[src/rtl/mealy_scan_pkg.sv]
// Shared types and match functions for the word-to-serial Mealy scan controller.
// The match functions are the single definition of both patterns.
package mealy_scan_pkg;

    typedef enum logic [1:0] {
        IDLE  = 2'd0,
        SHIFT = 2'd1,
        DONE  = 2'd2
    } state_t;

    localparam int HIST_W = 3;

    // Pattern 0: a one preceded by zeros two and three bits back.
    function automatic logic match0(input logic b, input logic h1, input logic h2, input logic h3);
        return b & ~h2 & ~h3;
    endfunction

    // Pattern 1: a one preceded by ones one and three bits back.
    function automatic logic match1(input logic b, input logic h1, input logic h2, input logic h3);
        return b & h1 & h3;
    endfunction

endpackage

[src/rtl/mealy_scan_ctrl_if.sv]
// Word-in / result-out handshake bundle between the scan controller and its
// producer/consumer.
interface mealy_scan_ctrl_if #(
    parameter int WIDTH = 10
);
    localparam int CNT_W = $clog2(WIDTH + 1);

    logic             in_valid;
    logic             in_ready;
    logic [WIDTH-1:0] in_word;
    logic             abort;
    logic             busy;
    logic             out_valid;
    logic             out_ready;
    logic [WIDTH-1:0] out_hits0;
    logic [WIDTH-1:0] out_hits1;
    logic [CNT_W-1:0] out_cnt0;
    logic [CNT_W-1:0] out_cnt1;

    modport master (
        output in_valid, in_word, abort, out_ready,
        input  in_ready, busy, out_valid, out_hits0, out_hits1, out_cnt0, out_cnt1
    );

    modport slave (
        input  in_valid, in_word, abort, out_ready,
        output in_ready, busy, out_valid, out_hits0, out_hits1, out_cnt0, out_cnt1
    );

endinterface

[src/rtl/mealy_scan_ctrl_detector.sv]
// Bit-serial Mealy detector: a 3-bit history shift register, with the match
// outputs decoded combinationally from the current bit and that history.
module mealy_bit_detector
    import mealy_scan_pkg::*;
(
    input  logic       clock,
    input  logic       reset,
    input  logic       clear,
    input  logic       en,
    input  logic       i,
    output logic [1:0] o
);

    // r_hist[0] is the previous bit, r_hist[2] the bit three back.
    logic [HIST_W-1:0] r_hist;
    logic [HIST_W-1:0] w_hist_next;

    genvar gi;
    generate
        for (gi = 0; gi < HIST_W; gi++) begin : g_hist
            if (gi == 0) begin : g_head
                assign w_hist_next[gi] = i;
            end else begin : g_tail
                assign w_hist_next[gi] = r_hist[gi-1];
            end

            always_ff @(posedge clock) begin
                if (reset || clear) begin
                    r_hist[gi] <= 1'b0;
                end else if (en) begin
                    r_hist[gi] <= w_hist_next[gi];
                end
            end
        end
    endgenerate

    assign o[0] = match0(i, r_hist[0], r_hist[1], r_hist[2]);
    assign o[1] = match1(i, r_hist[0], r_hist[1], r_hist[2]);

endmodule

[src/rtl/mealy_scan_ctrl.sv]
// Accepts a parallel word, shifts it LSB-first through one Mealy detector and
// returns per-bit hit vectors and hit counts for both patterns.
module mealy_scan_ctrl
    import mealy_scan_pkg::*;
#(
    parameter int WIDTH = 10
) (
    input  logic              clock,
    input  logic              reset,
    mealy_scan_ctrl_if.slave  bus
);

    localparam int CNT_W = $clog2(WIDTH + 1);
    localparam int IDX_W = $clog2(WIDTH);

    state_t           r_state;
    logic [WIDTH-1:0] r_word;
    logic [WIDTH-1:0] r_hits0;
    logic [WIDTH-1:0] r_hits1;
    logic [CNT_W-1:0] r_cnt0;
    logic [CNT_W-1:0] r_cnt1;
    logic [IDX_W-1:0] r_bit_idx;

    logic       w_accept;
    logic       w_abort;
    logic       w_shift_en;
    logic       w_clear;
    logic       w_bit;
    logic       w_last;
    logic [1:0] w_match;

    assign w_accept   = (r_state == IDLE) && bus.in_valid;
    assign w_abort    = (r_state == SHIFT) && bus.abort;
    assign w_shift_en = (r_state == SHIFT) && !bus.abort;
    // History is wiped both when a new word starts and when a scan is dropped.
    assign w_clear    = w_accept || w_abort;
    assign w_bit      = r_word[r_bit_idx];
    assign w_last     = (r_bit_idx == IDX_W'(WIDTH - 1));

    mealy_bit_detector u_det (
        .clock (clock),
        .reset (reset),
        .clear (w_clear),
        .en    (w_shift_en),
        .i     (w_bit),
        .o     (w_match)
    );

    always_ff @(posedge clock) begin
        if (reset) begin
            r_state   <= IDLE;
            r_word    <= '0;
            r_hits0   <= '0;
            r_hits1   <= '0;
            r_cnt0    <= '0;
            r_cnt1    <= '0;
            r_bit_idx <= '0;
        end else begin
            case (r_state)
                IDLE: begin
                    if (bus.in_valid) begin
                        r_word    <= bus.in_word;
                        r_hits0   <= '0;
                        r_hits1   <= '0;
                        r_cnt0    <= '0;
                        r_cnt1    <= '0;
                        r_bit_idx <= '0;
                        r_state   <= SHIFT;
                    end
                end
                SHIFT: begin
                    if (bus.abort) begin
                        r_hits0   <= '0;
                        r_hits1   <= '0;
                        r_cnt0    <= '0;
                        r_cnt1    <= '0;
                        r_bit_idx <= '0;
                        r_state   <= IDLE;
                    end else begin
                        r_hits0[r_bit_idx] <= w_match[0];
                        r_hits1[r_bit_idx] <= w_match[1];
                        r_cnt0             <= r_cnt0 + CNT_W'(w_match[0]);
                        r_cnt1             <= r_cnt1 + CNT_W'(w_match[1]);
                        if (w_last) begin
                            r_state <= DONE;
                        end else begin
                            r_bit_idx <= r_bit_idx + 1'b1;
                        end
                    end
                end
                DONE: begin
                    if (bus.out_ready) begin
                        r_state <= IDLE;
                    end
                end
                default: r_state <= IDLE;
            endcase
        end
    end

    // Handshake flags come straight off the state register, so no input
    // reaches an output combinationally.
    assign bus.in_ready  = (r_state == IDLE);
    assign bus.busy      = (r_state == SHIFT);
    assign bus.out_valid = (r_state == DONE);
    assign bus.out_hits0 = r_hits0;
    assign bus.out_hits1 = r_hits1;
    assign bus.out_cnt0  = r_cnt0;
    assign bus.out_cnt1  = r_cnt1;

endmodule

[src/flat_wrapper.sv]
// flat-port wrapper written by rule: the top's interface ports become plain ports
module mealy_scan_ctrl_flat import mealy_scan_pkg::*;
#(
    parameter int WIDTH = 10
)
  (clock, reset, bus_in_valid, bus_in_word, bus_abort, bus_out_ready, bus_in_ready, bus_busy, bus_out_valid, bus_out_hits0, bus_out_hits1, bus_out_cnt0, bus_out_cnt1);
  mealy_scan_ctrl_if #(.WIDTH(WIDTH)) bus_i ();
  input  logic clock;
  input  logic reset;
  input wire logic [$bits(bus_i.in_valid)-1:0] bus_in_valid;
  input wire logic [$bits(bus_i.in_word)-1:0] bus_in_word;
  input wire logic [$bits(bus_i.abort)-1:0] bus_abort;
  input wire logic [$bits(bus_i.out_ready)-1:0] bus_out_ready;
  output wire logic [$bits(bus_i.in_ready)-1:0] bus_in_ready;
  output wire logic [$bits(bus_i.busy)-1:0] bus_busy;
  output wire logic [$bits(bus_i.out_valid)-1:0] bus_out_valid;
  output wire logic [$bits(bus_i.out_hits0)-1:0] bus_out_hits0;
  output wire logic [$bits(bus_i.out_hits1)-1:0] bus_out_hits1;
  output wire logic [$bits(bus_i.out_cnt0)-1:0] bus_out_cnt0;
  output wire logic [$bits(bus_i.out_cnt1)-1:0] bus_out_cnt1;
  assign bus_i.in_valid = bus_in_valid;
  assign bus_i.in_word = bus_in_word;
  assign bus_i.abort = bus_abort;
  assign bus_i.out_ready = bus_out_ready;
  assign bus_in_ready = bus_i.in_ready;
  assign bus_busy = bus_i.busy;
  assign bus_out_valid = bus_i.out_valid;
  assign bus_out_hits0 = bus_i.out_hits0;
  assign bus_out_hits1 = bus_i.out_hits1;
  assign bus_out_cnt0 = bus_i.out_cnt0;
  assign bus_out_cnt1 = bus_i.out_cnt1;
  mealy_scan_ctrl #(.WIDTH(WIDTH)) u_core (.clock(clock), .reset(reset), .bus(bus_i));
endmodule
[config.mk]
export PLATFORM = sky130hd
export DESIGN_NAME = mealy_scan_ctrl_flat
export DESIGN_NICKNAME = d
export VERILOG_FILES = /design/src/rtl/mealy_scan_pkg.sv /design/src/rtl/mealy_scan_ctrl_if.sv /design/src/rtl/mealy_scan_ctrl_detector.sv /design/src/rtl/mealy_scan_ctrl.sv /design/src/flat_wrapper.sv
export SDC_FILE = /design/constraint.sdc
export NUM_CORES = 1
export LEC_CHECK = 0
export CAP_MARGIN = 10
export CORE_ASPECT_RATIO = 2
export CORE_MARGIN = 4
export CORE_UTILIZATION = 35
export DETAILED_ROUTE_END_ITERATION = 8
export SYNTH_ARGS = -nofsm -noshare
export SYNTH_HDL_FRONTEND = slang
export SYNTH_SLANG_ARGS = --single-unit
export TNS_END_PERCENT = 5
[constraint.sdc]
create_clock -name clock -period 3.9 [get_ports clock]
set_input_delay 0.78 -clock clock [delete_from_list [all_inputs] [get_ports clock]]
set_output_delay 0.78 -clock clock [all_outputs]
set_load 0.02 [all_outputs]
Word level (Yosys, flattened, before mapping) --
Cells that the tools add are included. W data, S select, Z words.
Word-level totals: input port bits 15, bits in registers 47, word-level logic and storage cells 65, output and inout bits 31
Operators by class: multiplexer cells 24, bitwise operators 6, $lt $le $gt $ge 2, reductions and logical operators 13, add/sub/neg operators 3, equality and inequality tests 7
Operators with widths (count):
- $pmux W10 S2 | 2
- $mux W10 | 3
- $pmux W4 S2 | 3
- $bwmux W10 | 2
- $mux W4 | 5
- $add A4 B1 Y4 | 2
- $mux W2 | 4
- $pmux W2 S3 | 1
- $reduce_and A3 Y1 | 2
- $lt A4 B5 Y1 const B | 1
- $add A4 B1 Y4 const B | 1
- $and A1 B1 Y1 | 4
- $bmux W1 S4 | 1
- $demux W1 S4 | 1
- $eq A4 B4 Y1 const B | 1
- $ge A4 B1 Y1 const B | 1
- $logic_and A1 B1 Y1 | 4
- $ne A2 B2 Y1 const B | 2
- $reduce_and A2 Y1 | 2
- $ne A3 B2 Y1 const B | 1
- $ne A3 B3 Y1 const B | 1
- $eq A2 B1 Y1 const B | 1
- $eq A2 B2 Y1 const B | 1
- $logic_not A2 Y1 | 1
- other kinds (5) | 8

Longest topological paths before layout --
word-level depth 7, depth in mapped cells 11, depth with buffers taken out 9

Hierarchy --
A second synthesis with hierarchy kept.
Unflattened totals: cell total of the unflattened synthesis 227, area total of the unflattened synthesis 2200.9 um^2
By module, submodules not included:
- mealy_scan_ctrl | area each 2082.0 um^2, times used 1, cells an instance 216, seq. area each 880.8 um^2
- mealy_bit_detector | area each 118.9 um^2, times used 1, cells an instance 11, seq. area each 60.1 um^2

Worst setup path before layout --
No wires, ideal clock.
path type register -> register, start point register u_core.r_bit_idx[0], end point register u_core.r_cnt0[1], in the netlist u_core.bus.out_cnt0[1], period minus slack after synthesis 2155 ps, library setup time 128 ps, buffers on the path 2, setup slack 1745 ps, required time 3772 ps, stages on the path, launching flop included 11, arrival time 2027 ps, path through dfxtp_1 buf_4 mux2_2 o2bb2ai_1 o22ai_2 buf_6 nor3_1 ha_1 ha_1 a22oi_1 nor2_1
On the way: cells in the longest elaborated chain, start to end 7
RTL lines:
- start, declared | RTL line mealy_scan_ctrl.sv:22 | logic [IDX_W-1:0] r_bit_idx;
- start signal, assigned | RTL line mealy_scan_ctrl.sv:87 | r_bit_idx <= r_bit_idx + 1'b1;
- $bmux W1 S4 | RTL line mealy_scan_ctrl.sv:37 | assign w_bit = r_word[r_bit_idx];
- $mux W1 (implied by the code) | RTL line mealy_scan_ctrl.sv:37
- $and A1 B1 Y1 (2 in a row) | RTL line mealy_scan_pkg.sv:15 | return b & ~h2 & ~h3;
- $add A4 B1 Y4 | RTL line mealy_scan_ctrl.sv:82 | r_cnt0 <= r_cnt0 + CNT_W'(w_match[0]);
- $mux W4 | RTL line mealy_scan_ctrl.sv:72 | if (bus.abort) begin
- $pmux W4 S2 | RTL line mealy_scan_ctrl.sv:59 | case (r_state)
- end signal, assigned | RTL line mealy_scan_ctrl.sv:82
- end, declared | RTL line mealy_scan_ctrl.sv:20 | logic [CNT_W-1:0] r_cnt0;
No other way between the ends. The select of a mux whose other input is x is not followed. A chain may end at the register's enable or synchronous reset.

Worst setup path in the final report --
start point register u_core.r_bit_idx[0], end point register u_core.r_cnt0[2], in the netlist u_core.bus.out_cnt0[2]
Same word-level chain as after synthesis.

==> metrics.md <==
| Metric | Value |
|---|---|
| Tot Pwr | `between 0.9 and 1 mW` |
| RSZ-0062 raised after global routing | `false` |
| Core area | `approximately 6000 µm²` |
| Post-Synthesis Mean Instance Area | `~9 µm²` |
| DR vias/cell | `roughly 5.5` |
| Critical Path Sink Type | `flip-flop` |
| Initial DRC Count | `46` |
| # clock sinks | `47` |
| Synth Area in XOR/XNOR | `0.02024` |
| Yosys warnings | `0` |
| Initial Util | `0.3602` |
| CP bufs+invs | `1` |
| Period minus WS final | `2683 ps` |
| Cell mode on critical path | `ha_1` |
| DP HPWL | `roughly 4000 µm` |
| Worst-path fanout max | `14` |
| Final WL | `5177 µm` |
| Vias in the first global route | `about 1,900` |
| Clk pwr share | `0.398` |
| Placed Area | `between 2000 and 3000 µm²` |
| Worst-path cell chain | `mux2_2 > o2bb2ai_1 > o22ai_2 > buf_4 > nor3_1 > ha_1 > ha_1 > o21ai_0 > nand2_1 > a21oi_1` |
| Finish-stage setup viols | `0` |
| Total CTS buffers | `5` |
| Syn Std Cell Area | `about 2200 µm²` |
| Post-synthesis mux area share | `0.03297` |
| Crit Path Category | `flip-flop to flip-flop` |
| Fillers | `between 600 and 700` |
| Area share of the largest cell type after synthesis | `0.4349` |
| Post-route DRC | `0` |
| Die X | `~64 µm` |
| Gr ovfl total | `0` |
| Critical Path RT | `between 4000 and 5000 ps` |
| CTS tree | `built` |
| Final instance area | `around 2700 µm²` |
| Status | `completed` |
| Number of synthesized register bits | `between 40 and 50` |
| Peak supply drop | `around 0.21 mV` |
| Die height | `approximately 120 µm` |
| GR Util All Layers | `0.1411` |
| Switching power | `between 0.2 and 0.25 mW` |
| Distinct cells, synth | `38` |
| Routed vias | `around 1,900` |
| Final Hold Fails | `0` |
| CP max stage delay | `roughly 580 ps` |
| Multi-input gate area | `around 1100 µm²` |
| Nets@finish | `309` |
| Area Overhead vs Synth | `26.66%` |
| Die Area | `7579 µm²` |
| Fin crit share | `0.6879` |
| Total of max-cap violations | `0` |
| Sequential share of power | `0.507` |
| Routability Congestion | `about 0.8` |
| Worst slew pin tran | `616.8 ps` |
| Drt pass-1 iters | `4` |
| Leak | `approximately 0.96 nW` |
| Max Freq | `0.3727 GHz` |
| Final ANT Viol Nets | `0` |
| PostCTS Resize Cnt | `0` |
| Internal Power | `0.7572 mW` |
| Worst skew pair latency | `about 280 ps` |
| Post-Synth Simple-Gate Area | `0.2510` |
| CP delay by family, top | `compound AO/OA/AOI/OAI gates` |
| Post-synthesis adder-cell area fraction | `0.04627` |
| Sequential cell area fraction in the yosys report | `0.4349` |
| # diodes | `0` |
| Combinational share of power | `0.094` |
| Pre-CTS setup slack | `~1200 ps` |
| WL/cell | `about 15 µm` |
| Num ports | `between 40 and 50` |
| Hold bufs inserted after CTS | `0` |
| Fin Clk Skew | `4.579 ps` |
| Synth area leader | `dfxtp_1` |
| H-tree depth | `2` |
| Layout cell share with drive strength beyond 1 | `0.05965` |
| Max-slew headroom | `0.5880` |
| Slowest CP cell | `dfxtp_1` |
| Setup bufs post-CTS | `0` |
| Cell Rows | `40` |
| CP arrival | `slightly below 3000 ps` |
| Switch share | `0.2267` |
| Pwr/cell area | `around 360 nW/µm²` |
| WHS | `between 400 and 500 ps` |
| Hold Path Class | `flip-flop to flip-flop` |
| Register area | `around 940 µm²` |
| Synth Instances | `246` |
| Setup TNS Final | `0 ps` |
| First-pass GRT wire length | `8549 µm` |
| Port Buffers | `between 40 and 50` |
| Clock tree buffer depth | `2` |
| Main combinational cell family by area after synthesis | `simple AND/OR/NAND/NOR gates` |
| Max-slew violation count | `0` |
| Root buf cell | `clkbuf_16` |
| Post-synthesis compound-gate area fraction | `0.1631` |
| Largest net degree at the start of global routing | `21` |
| Largest cells by area after synthesis | `dfxtp_1 (43%), nand3_1 (7.6%), o31ai_1 (5.9%), nand2_1 (5.2%), ha_1 (4.6%)` |
| Clock Pin Slew Worst Setup and Hold Paths | `60 ps` |
| Final setup margin | `about 1200 ps` |
| Net Count, Synth | `~270` |
| CP Launch Type | `flip-flop` |
| Initial antenna violation count | `0` |
registers in the layout, summed over array words and instances, names as in the netlist:
name,flops
u_core.r_bit_idx,4
u_core.u_det.r_hist,3
u_core.r_word,10
u_core.bus.out_hits0,10
u_core.bus.out_cnt0,4
u_core.r_state,2
u_core.bus.out_hits1,10
u_core.bus.out_cnt1,4
per-layer routing:
layer	up-vias	part of all wire	track usage	wire (µm)
met5	-	0	0	0
met4	0	0.038	0.09608	199
met3	16	0.031	0.01887	163
met2	50	0.54	0.2574	2774
met1	890	0.39	0.1439	2039
li1	948	-	-	-
through the flow:
step / std cells / utilization
CTS: 348 / 0.4563
global route: 348 / 0.4563
global placement: 342 / 0.4348
detailed placement: 342 / 0.4348
floorplan: 246 / -
finish: 348 / 0.4563
power by group through the flow:
stage          combinational (mW)  sequential [mW]  clock [mW]
5_1_grt                     0.103            0.498       0.417
2_1_floorplan              0.0686            0.503           0
3_3_place_gp               0.0922            0.507           0
6_report                   0.0923            0.497       0.390
3_5_place_dp               0.0932            0.507           0
4_1_cts                    0.0934            0.497       0.401
synth_stat cells, drive strengths merged:
| library cell | count |
|---|---|
| or2 | 1 |
| nand2 | 33 |
| nand4 | 4 |
| ha | 8 |
| xnor2 | 1 |
| nor3 | 2 |
| mux2i | 6 |
| o211ai | 1 |
| a21oi | 17 |
| mux2 | 1 |
| nand3 | 33 |
| inv | 2 |
| nand2b | 1 |
| and3b | 1 |
| and3 | 1 |
| buf | 9 |
| o22ai | 2 |
| or3 | 1 |
| xor2 | 4 |
| o31ai | 17 |
| o21bai | 2 |
| nor2b | 5 |
| a22oi | 4 |
| dfxtp | 47 |
| nor2 | 17 |
| or3b | 1 |
| clkbuf | 6 |
| and2 | 2 |
| o21ba | 2 |
| nand3b | 5 |
| o21ai | 8 |
| o2bb2ai | 1 |
| nor3b | 1 |
layout make-up:
type                       instances  area share
inverter                           2    0.002740
tap                               63     0.02877
clock buffer                       6     0.04703
sequential                        47      0.3434
multi-input combinational        182      0.4055
timing repair buffer              48      0.1726
cell usage in the layout (no fill, tap or decap), types with 2 or more instances in the layout:
| master | instances |
|---|---|
| and2_1 | 2 |
| mux2i_1 | 6 |
| clkbuf_16 | 5 |
| nand2_2 | 3 |
| nor3_1 | 2 |
| nor2_1 | 16 |
| nand3b_1 | 5 |
| o31ai_1 | 17 |
| clkdlybuf4s50_1 | 45 |
| a22oi_1 | 4 |
| o21ai_0 | 8 |
| nor2b_1 | 5 |
| buf_4 | 3 |
| inv_1 | 2 |
| ha_1 | 8 |
| nand3_1 | 33 |
| dfxtp_1 | 47 |
| o21bai_1 | 2 |
| xor2_1 | 4 |
| nand4_1 | 4 |
| a21oi_1 | 17 |
| o21ba_2 | 2 |
| nand2_1 | 30 |
logic make-up after synthesis:
family / Yosys count
compound gates: 54
xor+xnor: 5
fa+ha+maj: 8
buf+inv: 17
flops: 47
mux: 7
simple gates: 108
path summary, 6_finish.rpt:
kind | from | endpoint | slack [ps] | cells after the start
max | u_core.r_bit_idx[0]$_SDFFE_PP0P_ | u_core.bus.out_cnt0[2]$_SDFFE_PP0P_ | 1220 | 10
min | u_core.r_word[9]$_SDFFE_PP0P_ | u_core.r_word[9]$_SDFFE_PP0P_ | 450 | 2
max reg2reg | u_core.r_bit_idx[0]$_SDFFE_PP0P_ | u_core.bus.out_cnt0[2]$_SDFFE_PP0P_ | 1220 | 10
min reg2reg | u_core.r_word[9]$_SDFFE_PP0P_ | u_core.r_word[9]$_SDFFE_PP0P_ | 450 | 2
worst register-to-register path: cells and delay by family (launching register included):
family | cells | cell delay [ps]
AOI/OAI and AO/OA | 4 | 870
DFF | 1 | 580
muxes | 1 | 390
adders and majority gates | 2 | 390
buffers and inverters | 1 | 270
and+or+nand+nor | 2 | 130
Note: power is estimated with default switching activity, not from simulation.
